File: src/rtl/commit_trace_wb.sv
// rtl/commit_trace_wb.sv - Commit tracer streaming one 4-word record per retired instruction to memory over Wishbone
module commit_trace_wb #(
    parameter logic [31:0] BASE_ADDR   = 32'h0000_8000,
    parameter int          BUF_RECORDS = 256,
    parameter int          FIFO_DEPTH  = 4,
    localparam int         IDX_W       = $clog2(BUF_RECORDS),
    localparam int         PTR_W       = $clog2(FIFO_DEPTH)
) (
    input  logic              clk,
    input  logic              rst,
    input  logic              enable,
    input  logic              post_execution,
    input  logic [31:0]       pc_debug,
    input  logic [31:0][31:0] debug_registers,
    output logic              wb_cyc_o,
    output logic              wb_stb_o,
    output logic              wb_we_o,
    output logic [31:0]       wb_adr_o,
    output logic [31:0]       wb_dat_o,
    output logic [3:0]        wb_sel_o,
    input  logic              wb_ack_i,
    input  logic              wb_err_i,
    output logic [31:0]       commit_count,
    output logic [15:0]       drop_count,
    output logic [IDX_W-1:0]  wr_index,
    output logic              overflow,
    output logic              bus_error
);
    typedef enum logic {IDLE, XFER} state_t;

    state_t           state, state_nxt;
    logic [1:0]       word, word_nxt;
    logic             pe_q;
    logic [127:0]     fifo_mem [FIFO_DEPTH];
    logic [PTR_W-1:0] rd_ptr, wr_ptr;
    logic [PTR_W:0]   fifo_cnt;
    logic             commit, fifo_full, fifo_empty;
    logic             push, pop, drop;
    logic             last_ack, err_hit;
    logic [31:0]      reg_xor;
    logic [127:0]     record, head;

    assign commit     = post_execution & ~pe_q & enable;
    assign fifo_full  = (fifo_cnt == (PTR_W+1)'(FIFO_DEPTH));
    assign fifo_empty = (fifo_cnt == '0);
    // A pop in the same cycle frees the slot, so a commit into a full FIFO still lands
    assign push       = commit & (~fifo_full | pop);
    assign drop       = commit & fifo_full & ~pop;

    always_comb begin
        reg_xor = '0;
        for (int i = 1; i < 32; i++) begin
            reg_xor = reg_xor ^ debug_registers[i];
        end
    end

    // word0 occupies the low 32 bits so the bus word index selects directly
    assign record = {drop_count, 16'hC0DE, reg_xor, commit_count, pc_debug};
    assign head   = fifo_mem[rd_ptr];

    always_comb begin
        state_nxt = state;
        word_nxt  = word;
        pop       = 1'b0;
        last_ack  = 1'b0;
        err_hit   = 1'b0;
        wb_cyc_o  = 1'b0;
        wb_stb_o  = 1'b0;
        wb_we_o   = 1'b0;
        wb_adr_o  = '0;
        wb_dat_o  = '0;
        wb_sel_o  = '0;
        case (state)
            IDLE: begin
                if (!fifo_empty) begin
                    state_nxt = XFER;
                    word_nxt  = 2'd0;
                end
            end
            XFER: begin
                wb_cyc_o = 1'b1;
                wb_stb_o = 1'b1;
                wb_we_o  = 1'b1;
                wb_sel_o = 4'hF;
                wb_adr_o = BASE_ADDR + 32'({wr_index, 4'b0000}) + 32'({word, 2'b00});
                wb_dat_o = head[{word, 5'b00000} +: 32];
                if (wb_err_i) begin
                    err_hit   = 1'b1;
                    pop       = 1'b1;
                    state_nxt = IDLE;
                end else if (wb_ack_i) begin
                    word_nxt = word + 2'd1;
                    if (word == 2'd3) begin
                        last_ack  = 1'b1;
                        pop       = 1'b1;
                        state_nxt = IDLE;
                    end
                end
            end
            default: state_nxt = IDLE;
        endcase
    end

    always_ff @(posedge clk) begin
        if (!rst) begin
            state        <= IDLE;
            word         <= 2'd0;
            pe_q         <= 1'b0;
            rd_ptr       <= '0;
            wr_ptr       <= '0;
            fifo_cnt     <= '0;
            commit_count <= '0;
            drop_count   <= '0;
            wr_index     <= '0;
            overflow     <= 1'b0;
            bus_error    <= 1'b0;
        end else begin
            state <= state_nxt;
            word  <= word_nxt;
            pe_q  <= post_execution;
            if (commit) begin
                commit_count <= commit_count + 32'd1;
            end
            if (drop) begin
                overflow <= 1'b1;
                if (drop_count != 16'hFFFF) begin
                    drop_count <= drop_count + 16'd1;
                end
            end
            if (push) begin
                wr_ptr <= wr_ptr + PTR_W'(1);
            end
            if (pop) begin
                rd_ptr <= rd_ptr + PTR_W'(1);
            end
            case ({push, pop})
                2'b10:   fifo_cnt <= fifo_cnt + (PTR_W+1)'(1);
                2'b01:   fifo_cnt <= fifo_cnt - (PTR_W+1)'(1);
                default: fifo_cnt <= fifo_cnt;
            endcase
            // An errored record is abandoned without consuming a buffer slot
            if (last_ack) begin
                wr_index <= wr_index + IDX_W'(1);
            end
            if (err_hit) begin
                bus_error <= 1'b1;
            end
        end
    end

    always_ff @(posedge clk) begin
        if (push) begin
            fifo_mem[wr_ptr] <= record;
        end
    end

endmodule
File: config.mk
export PLATFORM = sky130hd
export DESIGN_NAME = commit_trace_wb
export DESIGN_NICKNAME = d
export VERILOG_FILES = /design/src/rtl/commit_trace_wb.sv
export SDC_FILE = /design/constraint.sdc
export NUM_CORES = 1
export LEC_CHECK = 0
export ABC_AREA = 0
export CORE_AREA = 4 4 463 465
export CTS_CLUSTER_SIZE = 8
export DETAILED_ROUTE_END_ITERATION = 6
export DIE_AREA = 0 0 467 469
export SETUP_SLACK_MARGIN = 0.3
export SYNTH_ARGS = -nofsm -noshare
export SYNTH_HDL_FRONTEND = slang
export SYNTH_SLANG_ARGS = --single-unit
File: constraint.sdc
create_clock -name clk -period 4.4 [get_ports clk]
set_input_delay 0.88 -clock clk [delete_from_list [all_inputs] [get_ports clk]]
set_output_delay 0.88 -clock clk [all_outputs]
set_load 0.03 [all_outputs]
==> results.yml <==
run_status:
  outcome: "complete, no violations"
yosys:
  synth_xor_area_share_pct: 30.5
  netlist_area_um2: 28900
  synthArstFlopShare_pct: 0
  synth_warnings: 0
  synthMuxAreaShare_pct: 9.12
  ys_seq_area_share_pct: 51.5
  synth_compound_area_share_pct: 2.51
  synth.distinct_cells: 57
  synth_ff_type: "edfxtp_1"
  synth_fa_ha_area_share_pct: 0.416
  synth_cells: 2082
  synth.avg_cell_area_um2: 13.9
  synth_edf_count: 448
  synthSimpleGateAreaFrac_pct: 4.01
  synth_top_family_by_area: "XOR/XNOR gates"
  ys_ff_latch: 519
cts:
  ctsRootBufferMaster: "clkbuf_16"
  clockBufferDepth: 3
  clkTransAtPathRegs_ps: 50
  clk_latency_ps: 630
  cts_inserted_buffers: 75
  cts_tree: "yes"
  postCtsSetupRepairBufs: 0
  cts_sinks: 519
  htree_levels: 3
critical_path:
  reg2reg_from: "word[0]$_SDFFE_PN0P_"
  worstPathArrival_ps: 2990
  crit_required_ps: 3520
  critPathCaptureType: "output pin"
  ff2ff_path_depth: 8
  path_class: "register to output pin"
  crit_fanout: 24
  cp-start-kind: "register"
  rrSetupSlack_ps: 1150
  cp-endpoint: "wb_dat_o[28]"
  r2r_end: "fifo_mem[2][65]$_DFFE_PP_"
placement:
  place_hpwl_um: 100000
  place_ws_ps: 665
  port_buffers: 1137
  gp_congestion: 0.867
timing:
  relSlewSlack_pct: 36.7
  rsz0062_at_grt: "false"
  skew_ps: 37.2
  setup-violations-final: 0
  fin_ws_ps: 534
  hold_violations: 0
  period_needed_ps: 3870
  fmax_ghz: 0.259
  tns_ps: 0
  slew_violations: 0
  worst_slew_pin_slew_ps: 949
  period_share_pct: 87.9
global_routing:
  track_usage_pct: 10.3
  grt_pass1_wl_um: 159000
  grt_max_degree: 65
  antenna_found_initial: 39
  overflow: 0
  grt_pass1_vias: 22052
detailed_routing:
  via_per_inst: 3.34
  dr_wl_met2_um: 61100
  met3_length_um: 7620
  drt_wl_total_um: 119000
  wire_per_inst_um: 19.4
  remaining_drc_errors: 0
  dr.pass1.iters: 5
  routed.top_layer: "met5"
  antenna_left: 0
  vias: 20532
  wl_met1_um: 46100
  drt_iter0_markers: 944
layout:
  drive_above_1_share_pct: 8.92
  finalNetCount: 4354
  syn_to_final_growth_pct: 60.0
power:
  p_sw_share_pct: 29.3
  p_int_w: 0.0121
  p_leak_nw: 14.4
  pwr-share-clk_pct: 30.8
  p_seq_share_pct: 36.2
  comb_power_share_pct: 33.0
  ir_worst_vdd_mv: 0.226
  powerDensity_nw_per_um2: 370
  switchingPower_w: 0.00500
floorplanning:
  core_area_um2: 210000
  initial_core_util_pct: 13.8
  die_w_um: 467
  dieArea_um2: 219000
  pin_count: 1191
  num_rows: 168
  chipHeight_um: 469
job:
  drv_cap: 0
hold_path:
  hold_path_class: "register to register"
==> how the worst min path moves through the flow <==
stage | startpoint | to | slack [ps] | depth (start not counted)
floorplan | rd_ptr[1]$_SDFFE_PN0P_ | register | 480 | 2
global placement | overflow$_SDFFE_PN0P_ | overflow$_SDFFE_PN0P_ | 450 | 2
detailed placement | overflow$_SDFFE_PN0P_ | overflow$_SDFFE_PN0P_ | 440 | 2
CTS | overflow$_SDFFE_PN0P_ | overflow$_SDFFE_PN0P_ | 450 | 2
global route | overflow$_SDFFE_PN0P_ | overflow$_SDFFE_PN0P_ | 490 | 2
finish | overflow$_SDFFE_PN0P_ | overflow$_SDFFE_PN0P_ | 450 | 2
==> cell families (layout without fill, tap and decap cells) <==
family,after synthesis,count (layout)
xor gates and xnor gates,1006,1006
other,1,29
buffers and inverters,102,1331
muxes,122,122
DFF,519,519
AOI/OAI and AO/OA,112,112
and+or+nand+nor,211,211
adders and majority gates,9,9
==> cells in the final DEF (no fill, tap or decap), types with 5 or more instances in the layout <==
cell	count
clkdlybuf4s50_1	1106
xnor2_1	865
edfxtp_1	448
xor2_1	141
mux4_2	112
clkbuf_16	77
nor2_1	74
dfxtp_1	69
buf_4	45
a21oi_1	41
clkbuf_1	41
a22oi_1	39
nand2_1	30
conb_1	21
buf_12	20
dlygate4sd2_1	16
nand3_1	15
inv_1	13
and2_1	13
nor3_1	12
nand4_1	11
diode_2	8
mux2_2	8
o22ai_1	8
and4_1	8
ha_1	8
nor4_1	6
a211oi_1	6
o21ai_0	6
or3_1	5
and3_1	5
nor3_2	5
==> power groups by stage <==
stage	registers, W	logic [W]	clock network (W)
after floorplan	0.00626	0.00316	0
after global placement	0.00627	0.00575	0
after detailed placement	0.00628	0.00582	0
after CTS	0.00619	0.00583	0.00543
after global routing	0.00620	0.00613	0.00565
final	0.00619	0.00563	0.00526
==> synthesized netlist by cell type (2+ instances only) <==
cell type / count / area share [%]
mux2_2: 8 / 0.31
inv_1: 14 / 0.18
a31o_2: 2 / 0.061
o21a_1: 2 / 0.052
nand2_1: 30 / 0.39
clkbuf_1: 31 / 0.40
mux4_2: 112 / 8.7
nand2b_1: 3 / 0.065
nor4_1: 6 / 0.13
or3_1: 5 / 0.11
a211oi_1: 6 / 0.16
buf_6: 3 / 0.12
buf_4: 29 / 0.75
edfxtp_1: 448 / 47
ha_1: 8 / 0.35
buf_2: 16 / 0.28
and3_1: 5 / 0.11
mux2i_1: 2 / 0.069
buf_1: 6 / 0.078
o21ai_0: 6 / 0.10
a31oi_1: 2 / 0.043
nor3_1: 12 / 0.21
nand3_1: 15 / 0.26
and2_1: 17 / 0.37
nor2_1: 75 / 0.98
nand4_1: 11 / 0.24
a22oi_1: 40 / 1.0
dfxtp_1: 71 / 4.9
o22ai_1: 8 / 0.17
nor3_2: 5 / 0.17
nor4_2: 4 / 0.17
and4_1: 8 / 0.24
xnor2_1: 865 / 26
xor2_1: 141 / 4.3
nor2b_1: 4 / 0.087
a21oi_1: 41 / 0.71
==> layer usage <==
layer	vias to the layer above	global-route usage, %
met1	9733	11.7
met4	6	3.75
met2	912	18.7
met5	-	0
li1	9719	-
met3	162	2.24
==> critical path, stage by stage (launching register included) <==
cell and delay, ps:
dfxtp_4 520, buf_12 260, mux4_2 530, a22oi_1 260, a21oi_1 110, clkdlybuf4s50_1 640
==> flip-flops by register name (all words and copies together), names as in the netlist, named ones only <==
name	count
bus_error	1
commit_count	32
drop_count	16
fifo_cnt	3
fifo_mem	448
overflow	1
pe_q	1
rd_ptr	2
state	1
word	2
wr_index	8
wr_ptr	2
==> through the flow <==
stage                     total power, W  hold WS [ps]  util, %  area, um^2  std cells
after CTS                         0.0174           454     22.0       46100       6136
after global routing              0.0180           490     22.0       46200       6139
final                             0.0171           450     22.0       46200       6144
after detailed placement          0.0121           443     21.0       44000       6011
after global placement            0.0120           445     21.0       44000       6011
after floorplan                  0.00942           485        -       29000       2102
==> repair_timing <==
item | in CTS | in global routing
resized for setup | 16 | 5
hold buffers | 0 | 0
setup endpoints to repair | 16 | 5
==> final cells by class <==
cell class | count | area (um^2)
antenna | 8 | 20.0
sequential | 519 | 14900
tap | 2805 | 3510
clock buffer | 118 | 2080
clock inverter | 7 | 77.6
multi-input combinational | 1481 | 13600
fill | 22461 | 163000
inverter | 15 | 56.3
timing repair buffer | 1191 | 12000
Power figures use the tool's default switching activity.
